<file path="src/rtl/bus_pkg.sv">
// rtl/bus_pkg.sv - shared read-source, region and FSM state types for the 65C02 bus sequencer
package bus_pkg;

    typedef enum logic [2:0] {
        SEL_NONE = 3'd0,
        SEL_RAM  = 3'd1,
        SEL_ROM  = 3'd2,
        SEL_ACIA = 3'd3,
        SEL_VIA  = 3'd4,
        SEL_EXT  = 3'd5
    } bus_sel_t;

    typedef enum logic [1:0] {
        ST_IDLE     = 2'd0,
        ST_WAIT_VIA = 2'd1,
        ST_WAIT_EXT = 2'd2
    } bus_state_t;

    localparam logic [15:0] ROM_BASE  = 16'hC000;
    localparam logic [15:0] RAM_TOP   = 16'h7FFF;
    localparam logic [15:0] ACIA_BASE = 16'h8000;
    localparam logic [15:0] ACIA_LAST = 16'h800F;
    localparam logic [15:0] VIA_BASE  = 16'h8800;
    localparam logic [15:0] VIA_LAST  = 16'h880F;

endpackage

</file>
<file path="src/rtl/bus_decode.sv">
// rtl/bus_decode.sv - combinational CPU address to bus region decode
module bus_decode
    import bus_pkg::*;
(
    input  logic [15:0] addr,
    output bus_sel_t    sel
);

    // Priority order only matters for readability: the regions never overlap.
    always_comb begin
        if (addr >= ROM_BASE) begin
            sel = SEL_ROM;
        end else if (addr <= RAM_TOP) begin
            sel = SEL_RAM;
        end else if (addr >= ACIA_BASE && addr <= ACIA_LAST) begin
            sel = SEL_ACIA;
        end else if (addr >= VIA_BASE && addr <= VIA_LAST) begin
            sel = SEL_VIA;
        end else begin
            sel = SEL_EXT;
        end
    end

endmodule

</file>
<file path="src/rtl/bus_ctrl_65c02.sv">
// rtl/bus_ctrl_65c02.sv - 65C02 bus sequencer: chip selects, VIA phase-2 enable, RDY wait states, read-mux select
// Define BUS_TIMEOUT_EN to abort stalled external accesses after TIMEOUT_CYC wait cycles and flag bus_err.
module bus_ctrl_65c02
    import bus_pkg::*;
#(
    parameter int unsigned P2_DIV      = 4,
    parameter int unsigned TIMEOUT_CYC = 16
) (
    input  logic        clk,
    input  logic        reset,
    input  logic [15:0] addr,
    input  logic        we,
    input  logic        ext_ack,
    output logic        rdy,
    output logic        ram_cs,
    output logic        rom_cs,
    output logic        acia_cs_n,
    output logic        via_cs2_n,
    output logic        ext_cs,
    output logic        via_p2_en,
    output bus_sel_t    rd_sel,
    output logic        bus_err
);

    localparam int unsigned CW = $clog2(P2_DIV);

    if (P2_DIV < 2 || P2_DIV > 16 || TIMEOUT_CYC < 2) begin : g_bad_params
        $error("bus_ctrl_65c02: P2_DIV must be 2..16 and TIMEOUT_CYC at least 2");
    end

    bus_sel_t   sel;
    bus_state_t state;
    logic [CW-1:0] p2_cnt;
    logic       fresh_rdy;
    logic       rdy_core;
    logic       timeout;

    bus_decode u_decode (
        .addr (addr),
        .sel  (sel)
    );

    assign ram_cs    = (sel == SEL_RAM);
    assign rom_cs    = (sel == SEL_ROM);
    assign acia_cs_n = (sel != SEL_ACIA);
    assign via_cs2_n = (sel != SEL_VIA);
    assign ext_cs    = (sel == SEL_EXT);

    always_ff @(posedge clk or posedge reset) begin
        if (reset) begin
            p2_cnt <= '0;
        end else if (p2_cnt == CW'(P2_DIV - 1)) begin
            p2_cnt <= '0;
        end else begin
            p2_cnt <= p2_cnt + 1'b1;
        end
    end

    assign via_p2_en = (p2_cnt == CW'(P2_DIV - 1));

`ifdef BUS_TIMEOUT_EN
    localparam int unsigned WW = $clog2(TIMEOUT_CYC + 1);

    logic [WW-1:0] wait_cnt;
    logic          err_q;

    assign timeout = (state == ST_WAIT_EXT) && (sel == SEL_EXT) && !ext_ack &&
                     (wait_cnt == WW'(TIMEOUT_CYC - 1));

    // Any cycle outside a continuing external stall zeroes the counter, so it is clear on entry.
    always_ff @(posedge clk or posedge reset) begin
        if (reset) begin
            wait_cnt <= '0;
            err_q    <= 1'b0;
        end else begin
            if (state == ST_WAIT_EXT && sel == SEL_EXT && !ext_ack && !timeout) begin
                wait_cnt <= wait_cnt + 1'b1;
            end else begin
                wait_cnt <= '0;
            end
            if (timeout) begin
                err_q <= 1'b1;
            end
        end
    end

    assign bus_err = err_q;
`else
    assign timeout = 1'b0;
    assign bus_err = 1'b0;
`endif

    always_comb begin
        fresh_rdy = 1'b1;
        case (sel)
            SEL_VIA: fresh_rdy = via_p2_en;
            SEL_EXT: fresh_rdy = ext_ack;
            default: fresh_rdy = 1'b1;
        endcase
    end

    // A wait state whose region the address has left falls back to a fresh decode.
    always_comb begin
        rdy_core = fresh_rdy;
        case (state)
            ST_WAIT_VIA: rdy_core = (sel == SEL_VIA) ? via_p2_en : fresh_rdy;
            ST_WAIT_EXT: rdy_core = (sel == SEL_EXT) ? (ext_ack | timeout) : fresh_rdy;
            default:     rdy_core = fresh_rdy;
        endcase
    end

    assign rdy = rdy_core | reset;

    always_ff @(posedge clk or posedge reset) begin
        if (reset) begin
            state  <= ST_IDLE;
            rd_sel <= SEL_NONE;
        end else if (rdy_core) begin
            state  <= ST_IDLE;
            rd_sel <= (we || timeout) ? SEL_NONE : sel;
        end else begin
            state  <= (sel == SEL_VIA) ? ST_WAIT_VIA : ST_WAIT_EXT;
        end
    end

endmodule

</file>
<file path="config.mk">
export PLATFORM = sky130hd
export DESIGN_NAME = bus_ctrl_65c02
export DESIGN_NICKNAME = d
export VERILOG_FILES = /design/src/rtl/bus_pkg.sv /design/src/rtl/bus_decode.sv /design/src/rtl/bus_ctrl_65c02.sv
export SDC_FILE = /design/constraint.sdc
export NUM_CORES = 1
export LEC_CHECK = 0
export CAP_MARGIN = 20
export CORE_MARGIN = 4
export CORE_UTILIZATION = 33
export CTS_BUF_LIST = sky130_fd_sc_hd__clkbuf_2
export CTS_CLUSTER_DIAMETER = 120
export DETAILED_ROUTE_END_ITERATION = 7
export GPL_TIMING_DRIVEN = 0
export PLACE_DENSITY = 0.77
export RECOVER_POWER = 50
export SYNTH_ARGS = -nofsm -noshare
export SYNTH_HDL_FRONTEND = slang
export SYNTH_SLANG_ARGS = --single-unit
</file>
<file path="constraint.sdc">
create_clock -name clk -period 1.6 [get_ports clk]
set_input_delay 0.32 -clock clk [delete_from_list [all_inputs] [get_ports clk]]
set_output_delay 0.32 -clock clk [all_outputs]
set_load 0.005 [all_outputs]
</file>
==> parameters.txt, run 1 <==
Parameter                              Value

Logic synthesis
  Post-Synthesis Cells    47
  Post-synthesis sequential element count    7
  Syn nets    70
  Most instantiated flip-flop cell in the synthesis netlist    sky130_fd_sc_hd__dfrtp_1
  Top cells by area in the synthesized netlist    sky130_fd_sc_hd__dfrtp_1 36%, sky130_fd_sc_hd__ha_1 7.7%, sky130_fd_sc_hd__mux2_1 4.6%
  Share of the yosys chip area belonging to registers    0.359
  Library cell occupying the most area in the post-synthesis netlist    sky130_fd_sc_hd__dfrtp_1
  Distinct cell type count after synthesis    25
  Most frequent cell after synthesis    sky130_fd_sc_hd__dfrtp_1
  Post-synth top cells    7 x sky130_fd_sc_hd__dfrtp_1, 5 x sky130_fd_sc_hd__inv_1, 5 x sky130_fd_sc_hd__nor2_1
  Synthesis Warnings    0
  Ys async rst share    1.00
  Number of enable flip-flop cells after synthesis    0
  Cell area after synthesis    488 um2
  Average cell area after synthesis    10.4 um2
  Proportion of netlist area held by the largest area contributor    0.359

Floorplan
  Standard cell core area    1350 um2
  Starting density of the core    0.361
  Row cnt    13
  Num ports    31
  Overall die width    46.5 um
  Chip height    46.5 um
  DIE AREA    2160 um2

Detailed routing
  Number of DRC violations after detailed routing    0
  Final routed wire length divided by cell count    14.4 um
  DR pass1 iterations    4
  Via-per-instance ratio    4.99
  Count of routing violations after the opening detailed-route iteration    16
  Routed wire length    1490 um
  Vias    514
  Residual antenna-violating net count after detailed routing    0

Power
  Worst voltage drop across the vdd grid    529 uV
  Clock network fraction of design power    0.233
  Leakage    0.435 nW
  Total power density per cell area    608 nW/um2
  Sw Pwr    0.000154 W
  Fraction of power spent switching nets    0.285
  Overall power consumption    0.000541 W
  Register share of total power    0.379
  Part of the total power dissipated in combinational logic    0.388
  Cell-internal power    0.000387 W

Placement
  Total of buffers placed on input and output ports    25
  Post-DP HPWL    995 um
  Final weighted congestion in routability-driven placement    0.733
  Number of cells after detailed placement    87
  Pre-CTS WS    -0.762 ns
  Cell area reported after detailed placement    757 um2

Timing
  Number of hold violations in the final report    0
  Least setup slack across all paths after layout    -0.356 ns
  Final worst-path cycle share    1.22
  Final Max Slew Viols    0
  Unrepaired setup endpoints after global routing    yes
  Worst clock skew on the final layout    0.00959 ns
  Count of endpoints failing setup in the final report    4
  Peak Freq    511 MHz
  Minimum clock period    1.96 ns

Cells and area
  Area Overhead vs Synth    82.3%
  Number of filler cells placed in the layout    109
  Non-filler cells, final    103
  Fraction of layout cells with a size suffix above 1    0.455
  Post-layout instance area    890 um2
  Sequential cell area in the final layout    175 um2
  Nets    112
  Antenna Diode Count    0
  Area of the multi-input gates    324 um2

GRT
  Gr ovfl total    0
  Total track usage    0.164
  Initial antenna violation count    0
  Maximum number of pins on one net before global-route repair    9
  Wire length of the first global-routing pass    2460 um
  Via count of the first global-routing pass    539

Outcome
  Failing checks    negative setup slack
  Run status    finished, violations left

Worst setup path
  Cell family contributing the most delay on the critical path    simple AND/OR/NAND/NOR gates
  Logic depth of the worst register-to-register path    7
  Max stage delay cell, worst path    sky130_fd_sc_hd__dfrtp_1
  Buffers and inverters on the worst path    2
  Crit-path max cell delay    0.36 ns
  Cells traversed along the worst timing path    inv_1, ha_1, or3_1, o31a_1, nand3_4, nand2_2, buf_2
  Type of origin of the critical path    register
  Number of logic stages on the critical path including buffering    7
  Endpoint class of the critical path    output pin
  Classification of the worst setup path    reg2out
  Reg2reg setup slack    -0.20 ns
  Highest fanout seen on the critical path    2
  Worst path arrival time    1.64 ns
  Req. time, crit path    1.28 ns

Clock network
  Worst-case clock buffer depth    2
  Root Driver    sky130_fd_sc_hd__clkbuf_2
  Depth of the CTS H-tree    1
  Register clock-pin slew on the reported worst setup and hold paths    0.07 ns
  Skew-Pair Late Insertion Delay    0.23 ns
  Clock Sink Count    7
  TritonCTS buffer count    3
  Clock tree from TritonCTS    built

Min path
  Worst Hold Class    in2async

Run
  Count of max-cap constraint violations    0
power by group through the flow:
stage | Sequential [W] | Clock, W | Combinational, W
finish | 0.000205 | 0.000126 | 0.000210
global route | 0.000206 | 0.000146 | 0.000229
CTS | 0.000205 | 0.000129 | 0.000198
detailed placement | 0.000208 | 0 | 0.000172
global placement | 0.000207 | 0 | 0.000168
floorplan | 0.000207 | 0 | 0.0000732
registers in the layout (all words and copies together), names as in the netlist:
signal and flops:
p2_cnt 2, rd_sel 3, state 2
logic make-up after synthesis:
logic type	after synthesis	share of synthesized area
adders and majority gates	3	0.0769
and+or+nand+nor	22	0.359
DFF	7	0.359
buffers and inverters	6	0.0539
muxes	2	0.0462
AOI/OAI and AO/OA	6	0.0974
other	1	0.00768
area by class of cell:
type | count | share of cell area
repair buffers | 37 | 0.366
plain buffers | 1 | 0.00844
multi-input cells | 34 | 0.364
flip-flops and latches | 7 | 0.197
well taps | 15 | 0.0211
clock buffers | 4 | 0.0225
inverters | 5 | 0.0211
routing by layer:
metal / up-vias / wire length, um / GRT usage
met3: 0 / 85 / 0.0625
met5: - / 0 / 0
met4: 0 / 0 / 0.0114
li1: 250 / - / -
met2: 21 / 821 / 0.299
met1: 243 / 581 / 0.187
placed cells by master, fill, tap and decap left out, drive strengths merged:
cell,count
a211o,1
a21oi,2
a32o,1
and2,1
and3,1
buf,19
clkbuf,6
clkdlybuf4s15,4
clkdlybuf4s50,8
conb,1
dfrtp,7
dlygate4sd2,4
dlymetal6s2s,1
ha,3
inv,5
mux2,2
nand2,2
nand2b,1
nand3,1
nand4,3
nand4b,1
nor2,5
nor2b,1
nor3,1
nor3b,2
nor4,1
nor4bb,1
o31a,2
or3,1
timing repair:
action / in CTS / in global routing
endpoints found under the hold margin: 0 / 0
endpoints found under the setup margin: 10 / 8
hold buffers: 0 / 0
gates resized for setup: 52 / 9
buffers inserted: 11 / 3
cloned: 0 / 0
pin swaps: 11 / 6
worst paths after layout:
check / start / end
setup / recovery: state[0] / rdy
hold / removal: reset / state[1]
setup reg to reg: state[0] / rd_sel[2]
hold reg to reg: p2_cnt[0] / p2_cnt[0]
max in group asynchronous: reset / p2_cnt[1]
min in group clk: p2_cnt[0] / p2_cnt[0]
through the flow:
step / hold WS, ns / TNS, ns / util
floorplan: 0.131 / 0 / -
global placement: 0.413 / -4.30 / 0.561
detailed placement: 0.419 / -4.55 / 0.561
CTS: 0.330 / -0.975 / 0.650
global route: 0.336 / -1.15 / 0.659
finish: 0.337 / -0.775 / 0.659
Power figures use the tool's default switching activity.
==> inputs of run 2 (changes only) <==
--- a/config.mk
+++ b/config.mk
@@ -5,7 +5,7 @@
 export SDC_FILE = /design/constraint.sdc
 export NUM_CORES = 1
 export LEC_CHECK = 0
-export CAP_MARGIN = 20
+export CAP_MARGIN = 30
 export CORE_MARGIN = 4
 export CORE_UTILIZATION = 33
 export CTS_BUF_LIST = sky130_fd_sc_hd__clkbuf_2
==> results of run 2 <==
No change in the layout: final DEF, timing and power equal those of run 1.
